$ cat config.mk
export PLATFORM = sky130hd
export DESIGN_NAME = demux_1to2_buf
export DESIGN_NICKNAME = d
export VERILOG_FILES = /design/src/rtl/demux_pkg.sv /design/src/rtl/demux_1to2_buf_lane_fifo.sv /design/src/rtl/demux_1to2_buf.sv
export SDC_FILE = /design/constraint.sdc
export NUM_CORES = 1
export LEC_CHECK = 0
export BUFFER_PORTS_ARGS = -buffer_cell sky130_fd_sc_hd__buf_2
export CAP_MARGIN = 20
export CORE_ASPECT_RATIO = 1.25
export CORE_MARGIN = 2
export CORE_UTILIZATION = 56
export CTS_CLUSTER_DIAMETER = 200
export DETAILED_ROUTE_END_ITERATION = 10
export PLACE_DENSITY_LB_ADDON = 0.2
export SYNTH_ARGS = -nofsm -noshare
export SYNTH_HDL_FRONTEND = slang
export SYNTH_HIERARCHICAL = 1
export SYNTH_SLANG_ARGS = --single-unit
export TNS_END_PERCENT = 100
$ cat constraint.sdc
create_clock -name clk -period 1.7 [get_ports clk]
set_input_delay 0 -clock clk [delete_from_list [all_inputs] [get_ports clk]]
set_output_delay 0 -clock clk [all_outputs]
set_load 0.03 [all_outputs]
$ cat src/rtl/demux_pkg.sv
// Shared constants for the 1:2 buffered demux: default sizes, lane indices, stats width.
package demux_pkg;
    localparam int DEMUX_WIDTH = 32;
    localparam int DEMUX_DEPTH = 2;

    localparam logic LANE0 = 1'b0;
    localparam logic LANE1 = 1'b1;

    localparam int              STAT_W   = 16;
    localparam logic [STAT_W-1:0] STAT_MAX = {STAT_W{1'b1}};
endpackage

$ cat src/rtl/demux_1to2_buf_lane_fifo.sv
// Per-lane synchronous FIFO. The head word is read straight from storage, and full
// depends only on registered state, so a full lane never accepts on the cycle it pops.
module lane_fifo #(
    parameter int WIDTH = 32,
    parameter int DEPTH = 2
) (
    input  logic             clk,
    input  logic             rst_n,
    input  logic             push,
    input  logic             pop,
    input  logic [WIDTH-1:0] wdata,
    output logic             valid,
    output logic             full,
    output logic [WIDTH-1:0] rdata
);
    localparam int AW = $clog2(DEPTH);
    localparam logic [AW-1:0] PTR_ONE = AW'(1);
    localparam logic [AW:0]   CNT_ONE = (AW+1)'(1);
    localparam logic [AW:0]   CNT_MAX = (AW+1)'(DEPTH);

    logic [DEPTH-1:0][WIDTH-1:0] mem;
    logic [AW-1:0]               wr_ptr;
    logic [AW-1:0]               rd_ptr;
    logic [AW:0]                 count;
    logic                        do_push;
    logic                        do_pop;

    assign valid   = (count != '0);
    assign full    = (count == CNT_MAX);
    assign rdata   = mem[rd_ptr];
    assign do_push = push & ~full;
    assign do_pop  = pop & valid;

    always_ff @(posedge clk or negedge rst_n) begin
        if (!rst_n) begin
            mem    <= '0;
            wr_ptr <= '0;
            rd_ptr <= '0;
            count  <= '0;
        end else begin
            if (do_push) begin
                mem[wr_ptr] <= wdata;
                wr_ptr      <= wr_ptr + PTR_ONE;
            end
            if (do_pop)
                rd_ptr <= rd_ptr + PTR_ONE;
            case ({do_push, do_pop})
                2'b10:   count <= count + CNT_ONE;
                2'b01:   count <= count - CNT_ONE;
                default: count <= count;
            endcase
        end
    end
endmodule

$ cat src/rtl/demux_1to2_buf.sv
// One producer stream steered per word to two buffered consumer lanes.
// Optional pop counters per lane when DEMUX_STATS_EN is defined.
module demux_1to2_buf
    import demux_pkg::*;
#(
    parameter int WIDTH = DEMUX_WIDTH,
    parameter int DEPTH = DEMUX_DEPTH
) (
    input  logic               clk,
    input  logic               rst_n,
    input  logic               in_valid,
    output logic               in_ready,
    input  logic [WIDTH-1:0]   in_data,
    input  logic               in_sel,
    output logic               out0_valid,
    input  logic               out0_ready,
    output logic [WIDTH-1:0]   out0_data,
    output logic               out1_valid,
    input  logic               out1_ready,
`ifdef DEMUX_STATS_EN
    output logic [STAT_W-1:0]  stat0_cnt,
    output logic [STAT_W-1:0]  stat1_cnt,
`endif
    output logic [WIDTH-1:0]   out1_data
);
    logic full0, full1;
    logic push0, push1;

    // An unknown select falls to the default arm: not ready, nothing routed.
    always_comb begin
        in_ready = 1'b0;
        push0    = 1'b0;
        push1    = 1'b0;
        case (in_sel)
            LANE0: begin
                in_ready = ~full0;
                push0    = in_valid;
            end
            LANE1: begin
                in_ready = ~full1;
                push1    = in_valid;
            end
            default: begin
                in_ready = 1'b0;
            end
        endcase
    end

    lane_fifo #(.WIDTH(WIDTH), .DEPTH(DEPTH)) u_lane0 (
        .clk   (clk),
        .rst_n (rst_n),
        .push  (push0),
        .pop   (out0_ready),
        .wdata (in_data),
        .valid (out0_valid),
        .full  (full0),
        .rdata (out0_data)
    );

    lane_fifo #(.WIDTH(WIDTH), .DEPTH(DEPTH)) u_lane1 (
        .clk   (clk),
        .rst_n (rst_n),
        .push  (push1),
        .pop   (out1_ready),
        .wdata (in_data),
        .valid (out1_valid),
        .full  (full1),
        .rdata (out1_data)
    );

`ifdef DEMUX_STATS_EN
    logic [STAT_W-1:0] stat0_q, stat1_q;

    always_ff @(posedge clk or negedge rst_n) begin
        if (!rst_n) begin
            stat0_q <= '0;
            stat1_q <= '0;
        end else begin
            if (out0_valid && out0_ready && stat0_q != STAT_MAX)
                stat0_q <= stat0_q + STAT_W'(1);
            if (out1_valid && out1_ready && stat1_q != STAT_MAX)
                stat1_q <= stat1_q + STAT_W'(1);
        end
    end

    assign stat0_cnt = stat0_q;
    assign stat1_cnt = stat1_q;
`endif
endmodule
### After elaboration in Yosys (flattened, before gate mapping)

Cells that the tools add are included.

* $mul: 0
* shifts and indexed selects: 0
* bitwise logic cells: 7
* $add $sub $neg: 8
* equality and inequality tests: 6
* div/mod/pow operators: 0
* reduce and logical (&&, ||, !) cells: 6
* multiplexer cells: 15
* magnitude comparators: 6

Operators by type and width (count)
* $mux W32: 6
* $bwmux W64: 2
* $demux W32 S1: 2
* $eq A2 B2 Y1 const B: 4
* $lt A1 B2 Y1 const B: 4
* $pmux W2 S2: 2
* $reduce_bool A2 Y1: 4
* $add A1 B1 Y1 const B: 4
* $add A2 B1 Y2 const B: 2
* $and A1 B1 Y1: 4
* $eq A2 B1 Y1 const B: 2
* $sub A2 B1 Y2 const B: 2
* $not A1 Y1: 3
* $ge A1 B1 Y1 const B: 2
* $logic_and A1 B1 Y1: 2
* $mux W1: 2
* $pmux W1 S2: 1

* ROM bits: 0
* word-level logic and storage cells: 58
* memories: 0
* bits of input ports: 38
* flip-flop bits (word level): 136
* memory bits (writable): 0
* latch bits: 0
* output and inout port bits: 67

### Longest topological paths before layout

Gate-level depths: netlist (run 1).

* word-level depth: 5
* depth in mapped cells: 6
* mapped depth without buffers: 6

### Cells and area by module

The synthesis (run 1) kept the hierarchy.

Modules (own cells, without submodules)
* lane_fifo: seq. area each 1701.6 um^2, instances 2, cells each 189, area each 3069.2 um^2
* demux_1to2_buf: seq. area each 0.0 um^2, instances 1, cells each 3, area each 23.8 um^2

### Worst setup path before layout (run 1)

Ideal clock, no wire load.

* path kind: flip-flop to flip-flop
* start point: register u_lane0.count[1]
* end point: register u_lane0.count[1]
* setup slack: 0.042 ns
* library setup time: 0.079 ns
* data required time: 1.621 ns
* buffers on the path: 0
* cell stages (with the launch flop): 6
* arrival: 1.579 ns
* clock period less this slack: 1.658 ns
* path through: dfrtp_1 -> or2_2 -> and2_1 -> ha_1 -> nor2_1 -> xor2_1

* elaborated cells on any way between the ends: 11
* those cells by class: 2 x add/sub; 3 x eq/ne; 1 x mux; 3 x bitwise; 2 x reduce/logical

RTL lines
* start: declaration: RTL line demux_1to2_buf_lane_fifo.sv:24 `logic [AW:0] count;`
* start signal: assignment: RTL line demux_1to2_buf_lane_fifo.sv:48 `2'b10: count <= count + CNT_ONE;`
* start signal: assignment: RTL line demux_1to2_buf_lane_fifo.sv:49 `2'b01: count <= count - CNT_ONE;`
* start signal: assignment: RTL line demux_1to2_buf_lane_fifo.sv:50 `default: count <= count;`
* $reduce_bool A2 Y1 *: RTL line demux_1to2_buf_lane_fifo.sv:28 `assign valid = (count != '0);`
* net out0_valid: RTL line demux_1to2_buf.sv:15 `output logic out0_valid,`
* $and A1 B1 Y1 *: RTL line demux_1to2_buf_lane_fifo.sv:32 `assign do_pop = pop & valid;`
* net u_lane0.do_pop: RTL line demux_1to2_buf_lane_fifo.sv:26 `logic do_pop;`
* $eq A2 B1 Y1 / $eq A2 B2 Y1 (equally long branches): RTL line demux_1to2_buf_lane_fifo.sv:47 `case ({do_push, do_pop})`
* $pmux W2 S2 / $reduce_bool A2 Y1 (equally long branches)

Mark *: on every way through the listed nets, which the timed path passes. The rest lies on a longest branch.
A chain may end at the register's enable or synchronous reset.

### Worst setup path in the final report (run 1)

* start point: register u_lane1.count[1]
* end point: register u_lane1/mem[3] (netlist name)

* word-level cells in the longest chain between the ends: 3

Ends and longest elaborated chain
* start: declaration: RTL line demux_1to2_buf_lane_fifo.sv:24
* start signal: assignment: RTL line demux_1to2_buf_lane_fifo.sv:48
* start signal: assignment: RTL line demux_1to2_buf_lane_fifo.sv:49
* start signal: assignment: RTL line demux_1to2_buf_lane_fifo.sv:50
* $eq A2 B2 Y1: RTL line demux_1to2_buf_lane_fifo.sv:29 `assign full = (count == CNT_MAX);`
* net full1: RTL line demux_1to2_buf.sv:26 `logic full0, full1;`
* $not A1 Y1: RTL line demux_1to2_buf_lane_fifo.sv:31 `assign do_push = push & ~full;`
* $and A1 B1 Y1: RTL line demux_1to2_buf_lane_fifo.sv:31
* end signal: indexed assignment: RTL line demux_1to2_buf_lane_fifo.sv:42 `mem[wr_ptr] <= wdata;`
* end: declaration: RTL line demux_1to2_buf_lane_fifo.sv:21 `logic [DEPTH-1:0][WIDTH-1:0] mem;`

The timed path passes the listed nets, and every way through them passes these cells.

==> results.rst, run 1 <==
.. list-table::
   :header-rows: 1

   * - Metric
     - Value
   * - Area used by multi-input combinational logic
     - roughly 2600 sq um
   * - Ratio of cells with drive above 1 in the final layout
     - a little over three fifths
   * - Post-Place Worst Slack
     - 0.06335 ns
   * - Number of placed cells counting well taps
     - a little over 600
   * - Synth Cell Area
     - around 6200 sq um
   * - Element type at the critical path start
     - flop
   * - Required time at the worst-slack endpoint
     - 1.98 ns
   * - Number of synthesized flops with an enable pin
     - 0
   * - TritonCTS clock tree
     - yes
   * - Most numerous cell in the Yosys netlist
     - sky130_fd_sc_hd__mux2_2
   * - DRC violation count after routing
     - 0
   * - Post-detailed-routing wire length
     - around 13 mm
   * - Die Span Y
     - around 120 um
   * - Largest net degree at the start of global routing
     - 55
   * - Max Clock Freq
     - just over 600 MHz
   * - Status
     - finished clean
   * - Setup slack after layout
     - 0.06529 ns
   * - Largest delay share family, worst path
     - buffers and inverters
   * - Lkg Pwr
     - 0.003584 uW
   * - Vias in the first global route
     - ~4000
   * - Peak supply drop
     - between 1.5 and 2 mV
   * - Clock buffers created by TritonCTS
     - 17
   * - Count of TritonRoute iterations in the first routing pass
     - 4
   * - Horiz. Die Dim
     - roughly 100 um
   * - Setup clock skew after layout
     - a little over 0.009 ns
   * - Final count of pins violating max slew
     - 0
   * - Most common flop cell mapped by yosys
     - sky130_fd_sc_hd__dfrtp_1
   * - Growth of design area from synthesis to finish
     - 27.33%
   * - FILL cells
     - 732
   * - GRT met2 Usage
     - 38.53%
   * - Via-per-instance ratio
     - between 5 and 6
   * - Unrepaired setup endpoints after global routing
     - yes
   * - Final Hold Vio Count
     - 0
   * - Max-cap violations
     - 0
   * - Maximum clock insertion buffer count
     - 2
   * - Footprint of the flip-flops and latches
     - approximately 3400 sq um
   * - Worst Setup End Kind
     - flop
   * - Post-synth top cells
     - 140 x sky130_fd_sc_hd__mux2_2, 136 x sky130_fd_sc_hd__dfrtp_1, 40 x sky130_fd_sc_hd__mux2_4, 12 x sky130_fd_sc_hd__buf_6, 12 x sky130_fd_sc_hd__mux2_1
   * - Leftover overflow at the end of global routing
     - 0
   * - Area leader, netlist
     - sky130_fd_sc_hd__dfrtp_1
   * - Ratio of final minimum period to clock period
     - 96.16%
   * - Highest-utilization routing layer at the global route stage
     - met2
   * - Grt met3 use
     - around 5.2%
   * - Global routing usage summed across all routing layers
     - around 22%
   * - Layout Nets
     - roughly 570
   * - Buffer type at the clock tree root
     - sky130_fd_sc_hd__clkbuf_16
   * - Starting density of the core
     - 57.76%
   * - Clock sink count
     - between 100 and 150
   * - Clock-pin slew on the worst setup and hold paths
     - 0.05 ns
   * - Ranking of synthesized cells by area
     - sky130_fd_sc_hd__dfrtp_1 55%, sky130_fd_sc_hd__mux2_2 26%, sky130_fd_sc_hd__mux2_4 9.7%
   * - Clock latency on the worst-skew pair
     - 0.41 ns
   * - Time the worst path needs with I/O delays and setup
     - approximately 1.6 ns
   * - Highest net fanout along the worst path
     - 9
   * - Die footprint
     - 11860 sq um
   * - Relative slew margins
     - ~74%
   * - Mean post-synth cell area
     - 16.17 sq um
   * - Final setup viols
     - 0
   * - Synthesized net count
     - ~420
   * - Most prevalent standard cell on the critical path
     - sky130_fd_sc_hd__buf_4
   * - Cell count after synthesis
     - 381
   * - Critical path, cell by cell
     - buf_4 -> nand2b_4 -> inv_2 -> nor3b_4 -> buf_4 -> mux2_4
   * - Data arrival, critical path
     - roughly 1.9 ns
   * - Area share of the largest cell type after synthesis
     - between 50 and 60%
   * - Final cell count without fillers
     - approximately 680
   * - # diodes
     - 0
   * - Crit path kind
     - reg2reg
   * - Count of distinct cell types in the synthesized netlist
     - 21
   * - Placeable Area
     - 10670 sq um
   * - Yosys warning count
     - 6
   * - I/O pin cnt
     - 105
   * - Global-route track usage on met1
     - between 20 and 30%
   * - Post-synth ARST share
     - 100.0%
   * - Hpwl dp
     - about 8.0 mm
   * - Initial detailed-routing violation count
     - 72
   * - Vias post-DR
     - approximately 3600
   * - Weighted congestion reported at the end of routability-driven placement
     - approximately 0.82
   * - Worst path slowest cell
     - sky130_fd_sc_hd__dfrtp_1
   * - Sequential area share after synthesis
     - a little under three fifths
   * - Pwr per Cell Area
     - 2319 nW/um^2
   * - CP Buf/Inv Count
     - 3
   * - Row cnt
     - 42
   * - Detailed-route wire length per cell
     - roughly 19 um
   * - Worst slew pin tran
     - about 0.40 ns
   * - Initial antenna violation count
     - 0
   * - Final ANT Viol Nets
     - 0
   * - Type of the worst min-delay path
     - in2reg
   * - Port Buf Inserts
     - 104
   * - First-pass GRT wire length
     - slightly above 20 mm
   * - H-tree levels
     - 4
   * - Max stage delay on crit path
     - around 0.4 ns
   * - Synthesized flop and latch total
     - between 100 and 150
## routing by layer
layer	vias to the layer above	wire length [um]
li1	1659	-
met4	0	108
met1	1886	5414
met3	9	413
met2	73	6581
met5	-	0
## area by class of cell
class,instances,area share [%]
inverter,2,0.09568
tap,132,2.105
clock buffer,20,5.820
multi-input combinational,221,32.77
clock inverter,9,1.914
sequential,136,43.41
timing repair buffer,156,13.89
## registers in the layout (all words and copies together), names as in the netlist
register and cells:
u_lane0/mem 64, u_lane1/mem 64, u_lane0/count 2, u_lane1/count 2
u_lane0/rd_ptr 1, u_lane0/wr_ptr 1, u_lane1/rd_ptr 1, u_lane1/wr_ptr 1
## where the power goes
part / switching, uW / internal, uW
registers: 887 / 4910
clock network: 1270 / 2500
logic: 4660 / 3970
total: 6820 / 11400
## metrics by stage
stage | utilization, % | setup TNS [ns] | instance area, sq um | hold slack, ns | total power [uW]
floorplan | - | 0 | 6162 | -0.2956 | 12260
global placement | 64.32 | 0 | 6862 | -0.06974 | 14130
detailed placement | 64.32 | 0 | 6862 | -0.06332 | 14370
CTS | 73.39 | 0 | 7829 | 0.05366 | 18310
global route | 73.55 | -0.002044 | 7846 | 0.08780 | 19090
finish | 73.55 | 0 | 7846 | 0.06680 | 18200
## final timing paths
path	from	depth (start not counted)	endpoint	slack [ns]
max in group asynchronous	rst_n	3	u_lane1/mem[5]$_DFFE_PN0P_	0.94
setup reg to reg	u_lane1/count[1]$_DFFE_PN0P_	6	u_lane1/mem[3]$_DFFE_PN0P_	0.07
min in group asynchronous	rst_n	2	u_lane1/wr_ptr$_DFFE_PN0N_	0.08
hold / removal	in_valid	4	u_lane0/wr_ptr$_DFFE_PN0N_	0.07
hold reg to reg	u_lane1/mem[35]$_DFFE_PN0P_	1	u_lane1/mem[35]$_DFFE_PN0P_	0.49
setup / recovery	u_lane1/count[1]$_DFFE_PN0P_	6	u_lane1/mem[3]$_DFFE_PN0P_	0.07
## cells in the final DEF (no fill, tap or decap), drive strengths merged
cell type,synthesis,layout
nand2b,2,2
buf,20,120
nor3b,2,2
clkbuf,2,20
clkinv,0,3
nor2b,1,1
dlygate4sd3,0,36
bufinv,0,4
xor2,4,4
mux2,192,192
nand2,2,2
xnor2,6,6
nor2,2,2
and3,2,2
dfrtp,136,136
clkinvlp,0,2
inv,2,2
or2,2,2
and2,3,3
ha,2,2
mux2i,1,1
## repair_timing
item / CTS / global route
setup endpoints to repair: 0 / 17
gates resized for setup: 0 / 3
hold buffers: 36 / 0
endpoints found under the hold margin: 267 / 0
setup buffers: 0 / 1
## kinds of logic after synthesis
family | share of synthesized area (%)
buffers and inverters | 3.086
muxes | 37.69
DFF | 55.23
and+or+nand+nor | 2.173
adders and majority gates | 0.4060
xor gates and xnor gates | 1.421
## worst min-delay path: cells and delay by family
family	cells	cell delay (ns)
xor+xnor	1	0.07
buf+inv	1	0.11
simple gates	2	0.25
Note: power is estimated with default switching activity, not from simulation.
==> run 2, diff against run 1 <==
--- a/config.mk
+++ b/config.mk
@@ -15,6 +15,5 @@
 export PLACE_DENSITY_LB_ADDON = 0.2
 export SYNTH_ARGS = -nofsm -noshare
 export SYNTH_HDL_FRONTEND = slang
-export SYNTH_HIERARCHICAL = 1
 export SYNTH_SLANG_ARGS = --single-unit
 export TNS_END_PERCENT = 100
==> results.rst, run 2 <==
.. list-table::
   :header-rows: 1

   * - Metric
     - Value
   * - Internal power summed over all cells
     - 11300 uW (-0.66%)
   * - Sequential cell fraction of total power
     - 32.2% (+0.3 points)
   * - Synthesized flop and latch total
     - 136 (unchanged)
   * - Port Buf Inserts
     - 104 (unchanged)
   * - Lkg Pwr
     - 0.003489 uW (-2.7%)
   * - Clock latency on the worst-skew pair
     - 0.41 ns (about the same)
   * - Yosys warning count
     - 0 (-6)
   * - Layout Cell Area excl Fill
     - 7771 sq um (-0.96%)
   * - Max Clock Freq
     - 615.3 MHz (+0.58%)
   * - Peak supply drop
     - 1.587 mV (-16%)
   * - Synth Cell Area
     - 5959 sq um (-3.3%)
   * - Crit path kind
     - reg2out
   * - Sequential area share after synthesis
     - 57.11% (+1.9 points)
   * - Unrepaired setup endpoints after global routing
     - no
   * - Count of distinct cell types in the synthesized netlist
     - 24 (+14%)
   * - TritonCTS clock tree
     - yes
   * - Required time at the worst-slack endpoint
     - 1.70 ns (-0.28 ns)
   * - Most common flop cell mapped by yosys
     - sky130_fd_sc_hd__dfrtp_1
   * - Critical path capture point
     - out0_data[21]
   * - Setup clock skew after layout
     - 0.005467 ns (-0.003632 ns)
   * - Horiz. Die Dim
     - 96.27 um (-1.6%)
   * - Relative slew margins
     - 62.99% (-11 points)
   * - Ranking of synthesized cells by area
     - sky130_fd_sc_hd__dfrtp_1 57%, sky130_fd_sc_hd__mux2_2 35%, sky130_fd_sc_hd__buf_6 1.1%
   * - Max-cap violations
     - 0 (unchanged)
   * - Footprint of the flip-flops and latches
     - 3411 sq um (+0.15%)
   * - Area used by multi-input combinational logic
     - 2432 sq um (-5.4%)
   * - Growth of design area from synthesis to finish
     - 30.40%
   * - Leading cell types in the layout, fill and taps excluded
     - 187 x sky130_fd_sc_hd__mux2_2, 132 x sky130_fd_sc_hd__dfrtp_1, 103 x sky130_fd_sc_hd__buf_2
   * - Final design utilization
     - 74.31% (+0.76 points)
   * - Relative contribution of combinational cells to total power
     - 46.4% (-1.0 points)
   * - Sum of negative setup slack
     - 0 ns (unchanged)
   * - Final Hold Slack
     - 0.1316 ns (+0.06480 ns)
   * - Clock sink count
     - 136 (unchanged)
   * - Element type at the critical path start
     - flop
   * - Global routing usage summed across all routing layers
     - 23.09% (+1.1 points)
   * - Placeable Area
     - 10460 sq um (-2.0%)
   * - Startpoint of the worst-slack reg-to-reg timing path
     - u_lane1.count[0]$_DFFE_PN0P_
   * - Weighted congestion reported at the end of routability-driven placement
     - 0.7426 (-9.4%)
   * - # diodes
     - 0 (unchanged)
   * - Worst r2r path cells
     - 6 (unchanged)
   * - Post-synth top cells
     - 187 x sky130_fd_sc_hd__mux2_2, 136 x sky130_fd_sc_hd__dfrtp_1, 10 x sky130_fd_sc_hd__buf_2, 6 x sky130_fd_sc_hd__buf_6, 6 x sky130_fd_sc_hd__xnor2_1
   * - Final setup viols
     - 0 (unchanged)
   * - Area share of the largest cell type after synthesis
     - 57.11% (+1.9 points)
   * - Initial antenna violation count
     - 0 (unchanged)
   * - DRC violation count after routing
     - 0 (unchanged)
   * - FILL cells
     - 675 (-7.8%)
   * - Starting density of the core
     - 56.99% (-0.78 points)
   * - Vias in the first global route
     - 3963 (-1.4%)
   * - Cell count after synthesis
     - 379 (-0.52%)
   * - Largest registers
     - u_lane0.mem x64, u_lane1.mem x64
   * - Detailed-route wire length per cell
     - 18.24 um (-1.5%)
   * - Switching power
     - 6849 uW (+0.45%)
   * - Most common library cell in the layout ignoring fill and taps
     - sky130_fd_sc_hd__mux2_2
   * - Critical R2R Capture
     - u_lane1.count[1]$_DFFE_PN0P_
   * - Switching Share
     - 37.73% (+0.26 points)
   * - Synthesized net count
     - 419 (-0.48%)
   * - Vias post-DR
     - 3627 (unchanged)
   * - PnR Total Power
     - 18150 uW (-0.25%)
   * - Worst Setup End Kind
     - output pin
   * - Highest net fanout along the worst path
     - 16 (+7)
   * - Layout Nets
     - 573 (-0.17%)
   * - I/O pin cnt
     - 105 (unchanged)
   * - First-pass GRT wire length
     - 19.81 mm (-2.4%)
   * - Largest net degree at the start of global routing
     - 60 (+9.1%)
   * - Leftover overflow at the end of global routing
     - 0 (unchanged)
   * - Mean post-synth cell area
     - 15.72 sq um (-2.8%)
   * - Type of the worst min-delay path
     - in2async
   * - Buffer type at the clock tree root
     - sky130_fd_sc_hd__clkbuf_16
   * - Pwr per Cell Area
     - 2336 nW/um^2 (+0.72%)
   * - Reg-to-reg slack, setup
     - 0.08 ns (about the same)
   * - Worst slew pin tran
     - 0.5552 ns (+0.1601 ns)
   * - Count of TritonRoute iterations in the first routing pass
     - 4 (unchanged)
   * - Most numerous cell in the Yosys netlist
     - sky130_fd_sc_hd__mux2_2
   * - Clock-pin slew on the worst setup and hold paths
     - 0.06 ns (about the same)
   * - Ratio of cells with drive above 1 in the final layout
     - 64.29% (+1.4 points)
   * - Maximum clock insertion buffer count
     - 2 (unchanged)
   * - Area leader, netlist
     - sky130_fd_sc_hd__dfrtp_1
   * - Initial detailed-routing violation count
     - 128 (+78%)
   * - Status
     - finished clean
   * - Hpwl dp
     - 7.689 mm (-3.6%)
   * - Time the worst path needs with I/O delays and setup
     - 1.625 ns (-0.009440 ns)
   * - Row cnt
     - 42 (unchanged)
   * - Area after detailed placement
     - 6715 sq um (-2.1%)
   * - Number of synthesized flops with an enable pin
     - 0 (unchanged)
   * - CP Launch Point
     - u_lane0.rd_ptr$_DFFE_PN0P_
   * - H-tree levels
     - 4 (unchanged)
   * - Post-synth ARST share
     - 100.0% (unchanged)
   * - Via-per-instance ratio
     - 5.350 (-0.29%)
   * - Post-detailed-routing wire length
     - 12.36 mm (-1.2%)
   * - Final Hold Vio Count
     - 0 (unchanged)
   * - Final ANT Viol Nets
     - 0 (unchanged)
   * - Ratio of final minimum period to clock period
     - 95.60% (-0.56 points)
   * - Die footprint
     - 11490 sq um (-3.2%)
   * - Clock group share of total power
     - 21.5% (+0.8 points)
   * - Data arrival, critical path
     - 1.63 ns (-0.29 ns)
   * - Clock buffers created by TritonCTS
     - 17 (unchanged)
   * - Die Span Y
     - 119.3 um (-1.6%)
   * - Final count of pins violating max slew
     - 0 (unchanged)
==> run 2: changes by cell type after synthesis, moves of 2 or more <==
| cell | delta |
|---|---|
| sky130_fd_sc_hd__mux2_4 | -40 |
| sky130_fd_sc_hd__nor3b_4 | -2 |
| sky130_fd_sc_hd__buf_6 | -6 |
| sky130_fd_sc_hd__inv_2 | -2 |
| sky130_fd_sc_hd__and3_2 | -2 |
| sky130_fd_sc_hd__mux2_1 | -7 |
| sky130_fd_sc_hd__buf_4 | +3 |
| sky130_fd_sc_hd__mux2_2 | +47 |
| sky130_fd_sc_hd__buf_2 | +2 |
==> run 2: worst max-delay path: stages, from the launching register on <==
cell	delay [ns]
sky130_fd_sc_hd__dfrtp_4	0.49
sky130_fd_sc_hd__buf_12	0.18
sky130_fd_sc_hd__mux2_2	0.35
sky130_fd_sc_hd__buf_2	0.18
==> run 2: layer usage <==
layer | vias to the layer above | wire, um | global-route usage (%)
met5 | - | 0 | 0
met4 | 0 | 247 | 8.750
met3 | 16 | 521 | 6.262
met2 | 81 | 6470 | 38.89
met1 | 1864 | 5125 | 27.82
li1 | 1666 | - | -
==> run 2: final cells by class <==
type | count | share of cell area [%]
multi-input combinational | 222 | 31.30
sequential | 136 | 43.89
clock inverter | 11 | 2.190
clock buffer | 21 | 6.054
timing repair buffer | 156 | 14.44
tap | 132 | 2.125
==> run 2: through the flow <==
| stage | cells | worst slack [ns] |
|---|---|---|
| finish | 678 | 0.07473 |
| global route | 678 | 0.008420 |
| CTS | 677 | 0.01421 |
| detailed placement | 606 | 0.08881 |
| global placement | 606 | 0.1451 |
| floorplan | 379 | 0.04379 |
==> run 2: worst min path at each step <==
stage | end | cells after the start | slack [ns]
3_3_place_gp | u_lane0.mem[38]$_DFFE_PN0P_ | 1 | 0.002
6_report | u_lane0.mem[5]$_DFFE_PN0P_ | 2 | 0.13
2_1_floorplan | u_lane0.count[0]$_DFFE_PN0P_ | 0 | -0.30
3_5_place_dp | u_lane0.mem[37]$_DFFE_PN0P_ | 1 | 0.008
5_1_grt | u_lane0.mem[5]$_DFFE_PN0P_ | 2 | 0.17
4_1_cts | u_lane1.mem[2]$_DFFE_PN0P_ | 2 | 0.14
==> run 2: cell families after synthesis <==
kind of cell               Yosys count  synth area share [%]
adders and majority gates            2                0.4198
buffers and inverters               21                 2.477
DFF                                136                 57.11
and+or+nand+nor                     17                 2.162
muxes                              192                 36.28
AOI/OAI and AO/OA                    1               0.08390
xor gates and xnor gates            10                 1.470
==> run 2: power by group through the flow <==
stage	clock, uW	sequential (uW)	combinational (uW)
global route	4120	6030	8920
global placement	0	5750	8070
floorplan	0	5490	6370
finish	3900	5840	8410
CTS	3960	5850	8430
detailed placement	0	5910	8240
==> run 2: timing repair <==
| item | in CTS | in global routing |
|---|---|---|
| setup buffers | 2 | 1 |
| endpoints found under the setup margin | 25 | 25 |
| pin swaps | 0 | 0 |
| endpoints found under the hold margin | 187 | 0 |
| hold buffers | 37 | 0 |
| gates resized for setup | 1 | 5 |
==> run 3, diff against run 2 <==
--- a/config.mk
+++ b/config.mk
@@ -12,6 +12,8 @@
 export CORE_UTILIZATION = 56
 export CTS_CLUSTER_DIAMETER = 200
 export DETAILED_ROUTE_END_ITERATION = 10
+export GPL_TIMING_DRIVEN = 0
+export MAX_ROUTING_LAYER = met4
 export PLACE_DENSITY_LB_ADDON = 0.2
 export SYNTH_ARGS = -nofsm -noshare
 export SYNTH_HDL_FRONTEND = slang
==> results.rst, run 3 (synthesis gave the netlist of run 2 again) <==
.. list-table::
   :header-rows: 1

   * - Metric
     - Value
   * - Most common library cell in the layout ignoring fill and taps
     - sky130_fd_sc_hd__mux2_2
   * - Sum of negative setup slack
     - 0 ns (unchanged)
   * - I/O pin cnt
     - 105 (unchanged)
   * - Max-cap violations
     - 0 (unchanged)
   * - Crit path kind
     - reg2reg
   * - Post-detailed-routing wire length
     - 12.44 mm (+0.58%)
   * - Required time at the worst-slack endpoint
     - 1.99 ns (+0.29 ns)
   * - Status
     - finished clean
   * - Vias in the first global route
     - 3901 (-1.6%)
   * - Internal power summed over all cells
     - 11140 uW (-1.4%)
   * - DRC violation count after routing
     - 0 (unchanged)
   * - # diodes
     - 0 (unchanged)
   * - Final setup viols
     - 0 (unchanged)
   * - Clock-pin slew on the worst setup and hold paths
     - 0.06 ns (about the same)
   * - Peak supply drop
     - 1.300 mV (-18%)
   * - Buffer type at the clock tree root
     - sky130_fd_sc_hd__clkbuf_16
   * - Type of the worst min-delay path
     - in2async
   * - Final ANT Viol Nets
     - 0 (unchanged)
   * - Via-per-instance ratio
     - 5.340 (-0.18%)
   * - Die footprint
     - 11490 sq um (unchanged)
   * - Port Buf Inserts
     - 104 (unchanged)
   * - Post-Place Worst Slack
     - -0.006339 ns (-0.09515 ns)
   * - Final count of pins violating max slew
     - 0 (unchanged)
   * - Relative contribution of combinational cells to total power
     - 46.2% (-0.2 points)
   * - Setup clock skew after layout
     - 0.006192 ns (+0.0007251 ns)
   * - FILL cells
     - 716 (+6.1%)
   * - Final cell count without fillers
     - 685 (+1.0%)
   * - Lkg Pwr
     - 0.003493 uW (+0.12%)
   * - Leftover overflow at the end of global routing
     - 0 (unchanged)
   * - Detailed-route wire length per cell
     - 18.15 um (-0.45%)
   * - Element type at the critical path start
     - flop
   * - Pwr per Cell Area
     - 2329 nW/um^2 (-0.30%)
   * - Final design utilization
     - 73.85% (-0.47 points)
   * - Data arrival, critical path
     - 1.95 ns (+0.32 ns)
   * - Max Clock Freq
     - 602.8 MHz (-2.0%)
   * - Unrepaired setup endpoints after global routing
     - yes
   * - Highest net fanout along the worst path
     - 10 (-6)
   * - Maximum clock insertion buffer count
     - 2 (unchanged)
   * - Relative slew margins
     - 66.45% (+3.5 points)
   * - Worst Setup End Kind
     - flop
   * - Time the worst path needs with I/O delays and setup
     - 1.659 ns (+0.03360 ns)
   * - Largest registers
     - u_lane0.mem x64, u_lane1.mem x64
   * - Initial antenna violation count
     - 0 (unchanged)
   * - Final Hold Vio Count
     - 0 (unchanged)
   * - Switching power
     - 6841 uW (-0.12%)
   * - Vias post-DR
     - 3658 (+0.85%)
   * - Ratio of cells with drive above 1 in the final layout
     - 63.65% (-0.63 points)
   * - H-tree levels
     - 4 (unchanged)
   * - Leading cell types in the layout, fill and taps excluded
     - 187 x sky130_fd_sc_hd__mux2_2, 134 x sky130_fd_sc_hd__dfrtp_1, 107 x sky130_fd_sc_hd__buf_2
   * - Clock buffers created by TritonCTS
     - 17 (unchanged)
   * - Clock sink count
     - 136 (unchanged)
   * - Hpwl dp
     - 8.091 mm (+5.2%)
   * - Clock latency on the worst-skew pair
     - 0.41 ns (about the same)
   * - First-pass GRT wire length
     - 19.72 mm (-0.45%)
   * - Placeable Area
     - 10460 sq um (unchanged)
   * - Switching Share
     - 38.04% (+0.30 points)
   * - Weighted congestion reported at the end of routability-driven placement
     - 0.7603 (+2.4%)
   * - Growth of design area from synthesis to finish
     - 29.58%
   * - Die Span Y
     - 119.3 um (unchanged)
   * - Ratio of final minimum period to clock period
     - 97.58% (+2.0 points)
   * - Row cnt
     - 42 (unchanged)
   * - Count of TritonRoute iterations in the first routing pass
     - 4 (unchanged)
   * - Initial detailed-routing violation count
     - 124 (-3.1%)
   * - Sequential cell fraction of total power
     - 32.2% (about the same)
   * - Number of placed cells counting well taps
     - 616 (+1.7%)
   * - Layout Nets
     - 580 (+1.2%)
   * - Global routing usage summed across all routing layers
     - 23.94% (+0.85 points)
   * - Largest net degree at the start of global routing
     - 101 (+68%)
   * - Worst slew pin tran
     - 0.5032 ns (-0.05198 ns)
   * - Clock group share of total power
     - 21.6% (about the same)
   * - Horiz. Die Dim
     - 96.27 um (unchanged)
   * - TritonCTS clock tree
     - yes
   * - Setup slack after layout
     - 0.04113 ns (-0.03360 ns)
   * - Starting density of the core
     - 56.99% (unchanged)
==> run 3: cell type report <==
cell class	count	area (sq um)	share of cell area, %
Buffer	19	166.4	2.155
Clock buffer	20	456.7	5.914
Clock inverter	12	173.9	2.252
Multi-Input combinational cell	222	2415	31.27
Sequential cell	136	3406	44.10
Tap cell	132	165.2	2.139
Timing Repair Buffer	144	939.7	12.17
==> run 3: repair_timing <==
item	4_1_cts	5_1_grt
endpoints found under the setup margin	82	64
pin swaps	1	0
hold buffers	37	0
resized for setup	11	1
endpoints found under the hold margin	268	0
buffers inserted	0	2
==> run 3: stage by stage <==
step                      hold slack [ns]  instance area (sq um)  total power, uW
after floorplan                   -0.2956                   5959            11850
after global placement             0.2553                   6645            13690
after detailed placement         -0.07370                   6679            14000
after CTS                         0.05145                   7701            18090
after global routing              0.07952                   7722            18910
final                             0.05472                   7722            17990
==> run 3: power by group through the flow <==
| stage | Sequential, uW | Combinational, uW | Clock [uW] |
|---|---|---|---|
| 6_report | 5790 | 8310 | 3890 |
| 5_1_grt | 6010 | 8800 | 4100 |
| 4_1_cts | 5790 | 8370 | 3940 |
| 3_5_place_dp | 5760 | 8230 | 0 |
| 3_3_place_gp | 5610 | 8070 | 0 |
| 2_1_floorplan | 5490 | 6370 | 0 |
==> run 3: metal layers <==
metal	routed length (um)	GRT usage, %	vias to the layer above
met4	197	7.143	0
met5	0	-	-
li1	-	-	1680
met1	5141	29.52	1878
met2	6542	38.19	82
met3	554	6.894	18
==> run 3: final timing paths <==
path	to	cells past startpoint	start	slack (ns)
setup / recovery	u_lane0.mem[4]$_DFFE_PN0P_	5	u_lane0.count[0]$_DFFE_PN0P_	0.04
hold / removal	u_lane0.mem[37]$_DFFE_PN0P_	2	rst_n	0.05
setup reg to reg	u_lane0.mem[4]$_DFFE_PN0P_	5	u_lane0.count[0]$_DFFE_PN0P_	0.04
hold reg to reg	u_lane1.mem[6]$_DFFE_PN0P_	1	u_lane1.mem[6]$_DFFE_PN0P_	0.49
max in group asynchronous	u_lane0.rd_ptr$_DFFE_PN0P_	3	rst_n	0.82
min in group clk	u_lane1.mem[5]$_DFFE_PN0P_	3	in_data[5]	0.38
==> run 3: critical path: stages, from the launching register on <==
cell	delay, ns
sky130_fd_sc_hd__dfrtp_1	0.39
sky130_fd_sc_hd__nand2b_4	0.17
sky130_fd_sc_hd__and4bb_1	0.22
sky130_fd_sc_hd__buf_2	0.21
sky130_fd_sc_hd__buf_6	0.20
sky130_fd_sc_hd__mux2_2	0.35
